==> config.mk <==
export PLATFORM = sky130hd
export DESIGN_NAME = banked_word_ram_adapter
export DESIGN_NICKNAME = d
export VERILOG_FILES = /design/src/rtl/banked_word_ram_adapter_pkg.sv /design/src/rtl/banked_word_ram_adapter_read_pipe.sv /design/src/rtl/banked_word_ram_adapter.sv
export SDC_FILE = /design/constraint.sdc
export NUM_CORES = 1
export LEC_CHECK = 0
export ABC_AREA = 1
export CORE_AREA = 2 2 79 81
export CTS_BUF_LIST = sky130_fd_sc_hd__clkbuf_2
export DETAILED_ROUTE_END_ITERATION = 10
export DIE_AREA = 0 0 81 83
export MAX_ROUTING_LAYER = met4
export PLACE_DENSITY = 0.78
export SLEW_MARGIN = 10
export SYNTH_ARGS = -nofsm -noshare
export SYNTH_HDL_FRONTEND = slang
export SYNTH_HIERARCHICAL = 1
export SYNTH_SLANG_ARGS = --single-unit
==> constraint.sdc <==
create_clock -name in_clk -period 1.64 [get_ports in_clk]
set_input_delay 0.164 -clock in_clk [delete_from_list [all_inputs] [get_ports in_clk]]
set_output_delay 0.164 -clock in_clk [all_outputs]
set_load 0.01 [all_outputs]
==> src/rtl/banked_word_ram_adapter_pkg.sv <==
// Shared types, default geometry and the byte-merge helper for the banked word RAM adapter.
// The helper works on a wide word; callers widen and truncate to their own BRAM_WIDTH.
package banked_ram_pkg;

   typedef enum logic [1:0] {IDLE, RMW_RD, RMW_WAIT, RMW_WR} state_t;

   localparam int DEF_WE_SIZE      = 4;
   localparam int DEF_BRAM_WIDTH   = 32;
   localparam int DEF_BANK_DEPTH   = 32768;
   localparam int DEF_NUM_BANKS    = 2;
   localparam int DEF_READ_LATENCY = 1;

   localparam int WORD_AW    = $clog2(DEF_BANK_DEPTH * DEF_NUM_BANKS);
   localparam int BANK_SEL_W = (DEF_NUM_BANKS > 1) ? $clog2(DEF_NUM_BANKS) : 1;
   localparam int BANK_AW    = $clog2(DEF_BANK_DEPTH);

   localparam int MERGE_BYTES = 32;
   localparam int MERGE_W     = MERGE_BYTES * 8;

   function automatic logic [MERGE_W-1:0] byte_merge(input logic [MERGE_W-1:0]     old_word,
                                                     input logic [MERGE_W-1:0]     new_word,
                                                     input logic [MERGE_BYTES-1:0] we);
      logic [MERGE_W-1:0] merged;
      for (int i = 0; i < MERGE_BYTES; i++) begin
         merged[i*8 +: 8] = we[i] ? new_word[i*8 +: 8] : old_word[i*8 +: 8];
      end
      return merged;
   endfunction

endpackage

==> src/rtl/banked_word_ram_adapter_read_pipe.sv <==
// READ_LATENCY-deep {valid, bank} delay line that steers the matching bank's dout to the port.
// Shared with the dual-port adapter variant.
module ram_read_align_pipe
   import banked_ram_pkg::*;
#(
   parameter int NUM_BANKS    = DEF_NUM_BANKS,
   parameter int BRAM_WIDTH   = DEF_BRAM_WIDTH,
   parameter int READ_LATENCY = DEF_READ_LATENCY,
   parameter int BSW          = BANK_SEL_W
) (
   input  logic                            clk,
   input  logic                            rst,
   input  logic                            issue,
   input  logic [BSW-1:0]                  bank,
   input  logic [NUM_BANKS*BRAM_WIDTH-1:0] bank_dout,
   output logic [BRAM_WIDTH-1:0]           dout
);

   logic [READ_LATENCY-1:0] valid_q;
   logic [BSW-1:0]          bank_q [READ_LATENCY];

   // NOTE: sequential state uses non-blocking assignments so every stage samples the pre-edge value.
   always_ff @(posedge clk) begin
      if (rst) begin
         valid_q <= '0;
         for (int i = 0; i < READ_LATENCY; i++) bank_q[i] <= '0;
      end else begin
         valid_q[0] <= issue;
         bank_q[0]  <= bank;
         for (int i = 1; i < READ_LATENCY; i++) begin
            valid_q[i] <= valid_q[i-1];
            bank_q[i]  <= bank_q[i-1];
         end
      end
   end

   // NOTE: dout gets a default before the loop so the mux never infers a latch.
   always_comb begin
      dout = '0;
      for (int k = 0; k < NUM_BANKS; k++) begin
         if (valid_q[READ_LATENCY-1] && bank_q[READ_LATENCY-1] == BSW'(k))
            dout = bank_dout[k*BRAM_WIDTH +: BRAM_WIDTH];
      end
   end

endmodule

==> src/rtl/banked_word_ram_adapter.sv <==
// Byte-enabled controller port onto NUM_BANKS word-wide single-write-enable banks.
// Define BYTE_RMW_EN for exact partial writes via a stalled read-modify-write; otherwise enables are OR-reduced.
module banked_word_ram_adapter
   import banked_ram_pkg::*;
#(
   parameter int WE_SIZE      = DEF_WE_SIZE,
   parameter int BRAM_WIDTH   = DEF_BRAM_WIDTH,
   parameter int BANK_DEPTH   = DEF_BANK_DEPTH,
   parameter int NUM_BANKS    = DEF_NUM_BANKS,
   parameter int READ_LATENCY = DEF_READ_LATENCY
) (
   input  logic                                         in_clk,
   input  logic                                         in_rst,
   input  logic                                         in_en,
   input  logic [WE_SIZE-1:0]                           in_we,
   input  logic [$clog2(BANK_DEPTH*NUM_BANKS)+1:0]      in_addr,
   input  logic [BRAM_WIDTH-1:0]                        in_din,
   output logic [BRAM_WIDTH-1:0]                        in_dout,
   output logic                                         in_ready,
   output logic [NUM_BANKS-1:0]                         out_en,
   output logic [NUM_BANKS-1:0]                         out_we,
   output logic [$clog2(BANK_DEPTH)-1:0]                out_addr,
   output logic [BRAM_WIDTH-1:0]                        out_din,
   input  logic [NUM_BANKS*BRAM_WIDTH-1:0]              out_dout
);

   localparam int AW  = $clog2(BANK_DEPTH * NUM_BANKS);
   localparam int BAW = $clog2(BANK_DEPTH);
   localparam int BSW = (NUM_BANKS > 1) ? $clog2(NUM_BANKS) : 1;

   logic [AW-1:0]  word_addr;
   logic [BAW-1:0] req_addr;
   logic [BSW-1:0] req_bank;
   logic           rd_issue;
   logic           unused_addr;

   assign word_addr   = in_addr[AW+1:2];
   assign req_addr    = word_addr[BAW-1:0];
   assign req_bank    = (NUM_BANKS > 1) ? word_addr[AW-1 -: BSW] : '0;
   assign unused_addr = ^in_addr[1:0];
   assign rd_issue    = in_ready && in_en && (in_we == '0) && !in_rst;

`ifdef BYTE_RMW_EN
   state_t                  state, next_state;
   logic [1:0]              cnt;
   logic [BAW-1:0]          lat_addr;
   logic [BSW-1:0]          lat_bank;
   logic [BRAM_WIDTH-1:0]   lat_din;
   logic [WE_SIZE-1:0]      lat_we;
   logic [BRAM_WIDTH-1:0]   cap_word;
   logic [BRAM_WIDTH-1:0]   bank_word;
   logic [BRAM_WIDTH-1:0]   merged;
   logic                    partial;

   assign partial  = in_en && (in_we != '0) && (in_we != '1);
   assign in_ready = (state == IDLE);
   assign merged   = BRAM_WIDTH'(byte_merge(MERGE_W'(cap_word), MERGE_W'(lat_din), MERGE_BYTES'(lat_we)));

   always_ff @(posedge in_clk) begin
      if (in_rst) state <= IDLE;
      else        state <= next_state;
   end

   always_comb begin
      next_state = state;
      case (state)
         IDLE:     if (partial) next_state = RMW_RD;
         RMW_RD:   next_state = RMW_WAIT;
         RMW_WAIT: if (cnt == '0) next_state = RMW_WR;
         RMW_WR:   next_state = IDLE;
         default:  next_state = IDLE;
      endcase
   end

   always_comb begin
      bank_word = '0;
      for (int k = 0; k < NUM_BANKS; k++) begin
         if (lat_bank == BSW'(k)) bank_word = out_dout[k*BRAM_WIDTH +: BRAM_WIDTH];
      end
   end

   // The bank holds its dout while out_en is low, so the word read in IDLE is still there in RMW_WAIT.
   always_ff @(posedge in_clk) begin
      if (in_rst) begin
         cnt      <= '0;
         lat_addr <= '0;
         lat_bank <= '0;
         lat_din  <= '0;
         lat_we   <= '0;
         cap_word <= '0;
      end else begin
         case (state)
            IDLE: if (partial) begin
               lat_addr <= req_addr;
               lat_bank <= req_bank;
               lat_din  <= in_din;
               lat_we   <= in_we;
            end
            RMW_RD:   cnt <= 2'(READ_LATENCY - 1);
            RMW_WAIT: if (cnt == '0) cap_word <= bank_word;
                      else           cnt      <= cnt - 2'd1;
            default: ;
         endcase
      end
   end

   always_comb begin
      out_en   = '0;
      out_we   = '0;
      out_addr = req_addr;
      out_din  = in_din;
      case (state)
         IDLE: if (in_en) begin
            out_en[req_bank] = 1'b1;
            if (in_we == '1) out_we[req_bank] = 1'b1;
         end
         RMW_RD, RMW_WAIT: out_addr = lat_addr;
         RMW_WR: begin
            out_addr         = lat_addr;
            out_din          = merged;
            out_en[lat_bank] = 1'b1;
            out_we[lat_bank] = 1'b1;
         end
         default: ;
      endcase
      if (in_rst) begin
         out_en = '0;
         out_we = '0;
      end
   end
`else
   assign in_ready = 1'b1;

   always_comb begin
      out_en   = '0;
      out_we   = '0;
      out_addr = req_addr;
      out_din  = in_din;
      if (in_en && !in_rst) begin
         out_en[req_bank] = 1'b1;
         if (|in_we) out_we[req_bank] = 1'b1;
      end
   end
`endif

   ram_read_align_pipe #(
      .NUM_BANKS    (NUM_BANKS),
      .BRAM_WIDTH   (BRAM_WIDTH),
      .READ_LATENCY (READ_LATENCY),
      .BSW          (BSW)
   ) u_read_pipe (
      .clk       (in_clk),
      .rst       (in_rst),
      .issue     (rd_issue),
      .bank      (req_bank),
      .bank_dout (out_dout),
      .dout      (in_dout)
   );

endmodule

---- Yosys cells after proc, flatten, opt, wreduce, memory -nomap -nowiden ----
Memories as Yosys holds them, arrays and structs flattened.
Cells that the tools add are included.
Widths: inputs -> output; s select.
cells by class
  order comparisons ....................... 2
  muxes and demuxes ....................... 12
  reductions and logical operators ........ 10
  bitwise logic cells ..................... 1
operators by type and width
  kind                count
  $mux 32             2
  $logic_and 1x1->1   6
  $mux 1              6
  $mux 2              3
  $logic_not 4->1     1
  $reduce_or 4->1     1
  $lt 1x2->1 const B  1
  $demux 1 s1         1
  $ge 1x1->1 const B  1
  $logic_not 1->1     1
  $not 1->1           1
  $reduce_or 1->1     1
word-level totals
  memory bits (writable) .................. 1
  input port bits ......................... 121
  memories kept ........................... 1
  output and inout port bits .............. 84
  logic and storage cells ................. 27
  flip-flop bits (word level) ............. 1
memories
  memory              depth  width  rd ports  clocked after Yosys merged registers in  write ports  RTL line                                 RTL
  u_read_pipe.bank_q  1      1      1         0                                        1            banked_word_ram_adapter_read_pipe.sv:20  logic [BSW-1:0] bank_q [READ_LATENCY];

---- Logic depth before layout (Yosys ltp) ----
  word-level depth ........................ 6
  depth in mapped cells ................... 5
  mapped depth without buffers ............ 5

---- By module ----
The synthesis kept the hierarchy.
modules (own cells, without submodules)
  module                   instances  sequential area each (sq um)  area an instance (sq um)  cells an instance
  ram_read_align_pipe      1          40.0                          708.2                     117
  banked_word_ram_adapter  1          0.0                           441.7                     68

---- Least setup slack after synthesis ----
Ideal clock, no wire load.
  path kind ............................... flip-flop to output port
  from .................................... memory u_read_pipe/bank_q[0] in the netlist's numbering
  to ...................................... output port in_dout[10]
  buffers on the path ..................... 2
  stages on the path, launching flop included .. 6
  required time ........................... 1.476 ns
  setup slack ............................. 0.725 ns
  data arrival time ....................... 0.751 ns
  path through ............................ dfxtp_1 buf_6 inv_6 buf_8 nand3_2 nand2_1
on the way
  longest elaborated chain between the ends .. 5
  elaborated cells on any way between the ends .. 6
  those cells by class .................... mux (2); bitwise (1); reduce/logical (2); memory (1)
RTL lines
  item               RTL line                                 RTL
  start, declared    banked_word_ram_adapter_read_pipe.sv:20
  $mem_v2 1x1 (*)    --
  $not 1->1          banked_word_ram_adapter_read_pipe.sv:41  if (valid_q[READ_LATENCY-1] && bank_q[READ_LATENCY-1] == BSW'(k))
  $logic_and 1x1->1  banked_word_ram_adapter_read_pipe.sv:41
  $mux 32            banked_word_ram_adapter_read_pipe.sv:41
  $mux 32 (*)        banked_word_ram_adapter_read_pipe.sv:41
  end, declared      banked_word_ram_adapter.sv:18            output logic [BRAM_WIDTH-1:0] in_dout,
Mark *: on every way between the ends. The rest lies on a longest branch, timed or not.

---- Worst setup path after layout ----
  from .................................... input port in_rst
  to ...................................... output port out_en[0]
on the way
  longest elaborated chain between the ends .. 3
RTL lines
  item               RTL line                        RTL
  start, declared    banked_word_ram_adapter.sv:13   input logic in_rst,
  $logic_not 1->1    banked_word_ram_adapter.sv:139  if (in_en && !in_rst) begin
  $logic_and 1x1->1  banked_word_ram_adapter.sv:139
  $mux 2             banked_word_ram_adapter.sv:139
  end, declared      banked_word_ram_adapter.sv:20   output logic [NUM_BANKS-1:0] out_en,
No other way between the ends.

==> run summary <==
### Timing
• **Fmax achieved** 0.639 GHz
• **shortest clock period the worst path allows after layout** 1560 ps
• **tightest hold margin** 328 ps
• **setup repair after global routing missed its margin** no
• **final max-slew violation count** 0
• **final critical-path setup slack** 76.0 ps
• **total of endpoints with negative setup slack in the final report** 0
• **fin crit share** 95.4%
• **count of final hold-check violations** 0

### GRT
• **antenna violations before repair** 0
• **overflow left after global routing** 0
• **maximum number of pins on one net before global-route repair** 23
• **global router's overall resource usage** 13.6%
• **global-route wire length before repair** 6890 um
• **vias in the first global route** 1315

### Die
• **Die Width** 81 um
• **Starting Density** 19.8%
• **number of cell rows** 28
• **count of pins on the block boundary** 205
• **die area** 0.00672 mm2
• **Placeable Area** 0.00582 mm2
• **vertical extent of the die** 83 um

### Drt
• **detailed-routing iteration count for the pre-antenna-repair pass** 4
• **Iter 0 DRT Violations** 32
• **total via count after detailed routing** 1370
• **antenna-violating nets left** 0
• **mean routed wirelength per cell** 14.7 um
• **DRC violations left** 0
• **via count normalized by instance count** 4.27
• **sum of routed wire length over all layers** 4720 um

### Placement
• **Final Wtd Congestion** 0.704
• **half-perimeter wire length after detailed placement** 3550 um
• **post-detailed-placement cell area** 0.00187 mm2
• **port bufs** 107
• **post-placement worst setup slack** -19.5 ps

### Clock tree
• **clock tree from TritonCTS** built
• **H-tree depth** 1
• **Num CTS Buffers** 3
• **hold-fix buffer count after cts** 0
• **clk sinks** 2
• **cell at the root of the clock tree** sky130_fd_sc_hd__clkbuf_2
• **Max Root-Sink Buffers** 2

### Logic synthesis
• **largest cells by area after synthesis** sky130_fd_sc_hd__buf_4, sky130_fd_sc_hd__nand3_1, sky130_fd_sc_hd__nand2_1
• **mean instance size in the synthesized netlist** 6.22 um2
• **post-synthesis sequential area ratio** 3.48%
• **post-synthesis cell count** 185
• **Syn. warnings** 6
• **area leader, netlist** sky130_fd_sc_hd__buf_4
• **number of flip-flops and latches in the synthesized netlist** 2
• **combined area of all synthesized cells** 0.00115 mm2
• **portion of synthesized cell area occupied by the leading cell type** 33.3%
• **Post-Synthesis Net Count** 306
• **post-synth cell types** 13

### Setup path
• **peak fanout along the critical path** 3
• **critical path data required time** 1480 ps
• **CP Launch Type** input pin
• **critical path class** input pin to output pin
• **worst path arrival time** 1400 ps
• **Setup crit start** in_rst
• **Critical Path End Type** output pin
• **Worst Setup EP** out_en[0]

### Cells and area
• **share of final-layout standard cells stronger than drive strength 1** 12.6%
• **leading cell types in the layout, fill and taps excluded** sky130_fd_sc_hd__clkdlybuf4s50_1, sky130_fd_sc_hd__nand3_1, sky130_fd_sc_hd__nand2_1
• **most common cell after layout, fill and taps aside** sky130_fd_sc_hd__clkdlybuf4s50_1
• **Area Overhead vs Synth** 75.0%
• **fillers** 634
• **antenna cell count** 0
• **final instance area** 0.00201 mm2
• **nets@finish** 369

### Worst hold path
• **type of the most critical hold path** input pin to output pin

### Power
• **P_leak** 1.11 nW
• **power density of the placed cells** 191 mW/mm2
• **Max IR drop VDD** 153 uV

### Run
• **maxcap violations** 0

### Status
• **status** completed

[synthesized netlist by cell type]
cell	instances
sky130_fd_sc_hd__conb_1	1
sky130_fd_sc_hd__nand2_1	35
sky130_fd_sc_hd__nor2_2	1
sky130_fd_sc_hd__clkinv_1	1
sky130_fd_sc_hd__nand3_1	57
sky130_fd_sc_hd__buf_4	51
sky130_fd_sc_hd__buf_8	2
sky130_fd_sc_hd__nor2_1	6
sky130_fd_sc_hd__inv_6	1
sky130_fd_sc_hd__buf_6	9
sky130_fd_sc_hd__dfxtp_1	2
sky130_fd_sc_hd__inv_1	9
sky130_fd_sc_hd__nand3_2	10
[power breakdown]
part | total (W) | switching [W] | internal [W]
sequential | 0.0000532 | 0.00000476 | 0.0000485
combinational | 0.000257 | 0.0000744 | 0.000183
clock | 0.0000744 | 0.0000258 | 0.0000485
total | 0.000384 | 0.000105 | 0.000280
[cell type report]
| cell class | instances | area [um2] | share of cell area [%] |
|---|---|---|---|
| inverter | 11 | 48.8 | 2.43 |
| timing repair buffer | 120 | 1260 | 62.5 |
| multi-input combinational | 110 | 549 | 27.3 |
| tap | 75 | 93.8 | 4.66 |
| clock buffer | 3 | 15.0 | 0.746 |
| sequential | 2 | 47.5 | 2.36 |
[worst min-delay path by stage]
stage           startpoint             endpoint  slack (ps)  depth (start not counted)
4_1_cts        in_addr[14]         out_addr[12]         330                          0
5_1_grt         in_addr[6]          out_addr[4]         330                          0
3_5_place_dp   in_addr[14]         out_addr[12]         330                          0
2_1_floorplan       in_rst  u_read_pipe/valid_q         240                          1
6_report        in_addr[6]          out_addr[4]         330                          0
3_3_place_gp   in_addr[14]         out_addr[12]         330                          0
[kinds of logic after synthesis]
kind of cell / Yosys count / synth area share (%)
AND/OR/NAND/NOR: 109 / 47.4
other: 1 / 0.326
buffers and inverters: 73 / 48.7
flip-flops: 2 / 3.48
[repair_timing]
action,in CTS,in global routing
resized for setup,41,6
cloned,3,0
hold endpoints to repair,0,0
setup buffers,2,0
endpoints found under the setup margin,32,6
[stage by stage]
stage	util, %	std cells	setup TNS [ps]	total power, W
3_3_place_gp	32.2	313	0	0.000302
5_1_grt	34.6	321	0	0.000421
3_5_place_dp	32.2	313	-30.1	0.000306
6_report	34.6	321	0	0.000384
4_1_cts	34.4	321	0	0.000392
2_1_floorplan	-	185	0	0.000233
[sequential cells by signal, summed over array words and instances (netlist names)]
signal and count:
u_read_pipe/valid_q 1, u_read_pipe/bank_q 1
[critical path, cell delays in order]
cell	delay (ps)
sky130_fd_sc_hd__clkdlybuf4s50_1	460
sky130_fd_sc_hd__inv_2	90
sky130_fd_sc_hd__nand3_1	90
sky130_fd_sc_hd__inv_1	70
sky130_fd_sc_hd__clkdlybuf4s50_1	540
[layer usage]
layer	wire length, um	part of all wire (%)	track usage (%)	vias up
li1	-	-	-	676
met1	1590	34	11.8	571
met2	2210	47	24.1	95
met3	748	16	7.61	28
met4	177	3.7	4.93	0
met5	0	0	-	-
(Power assumes the default switching activity.)
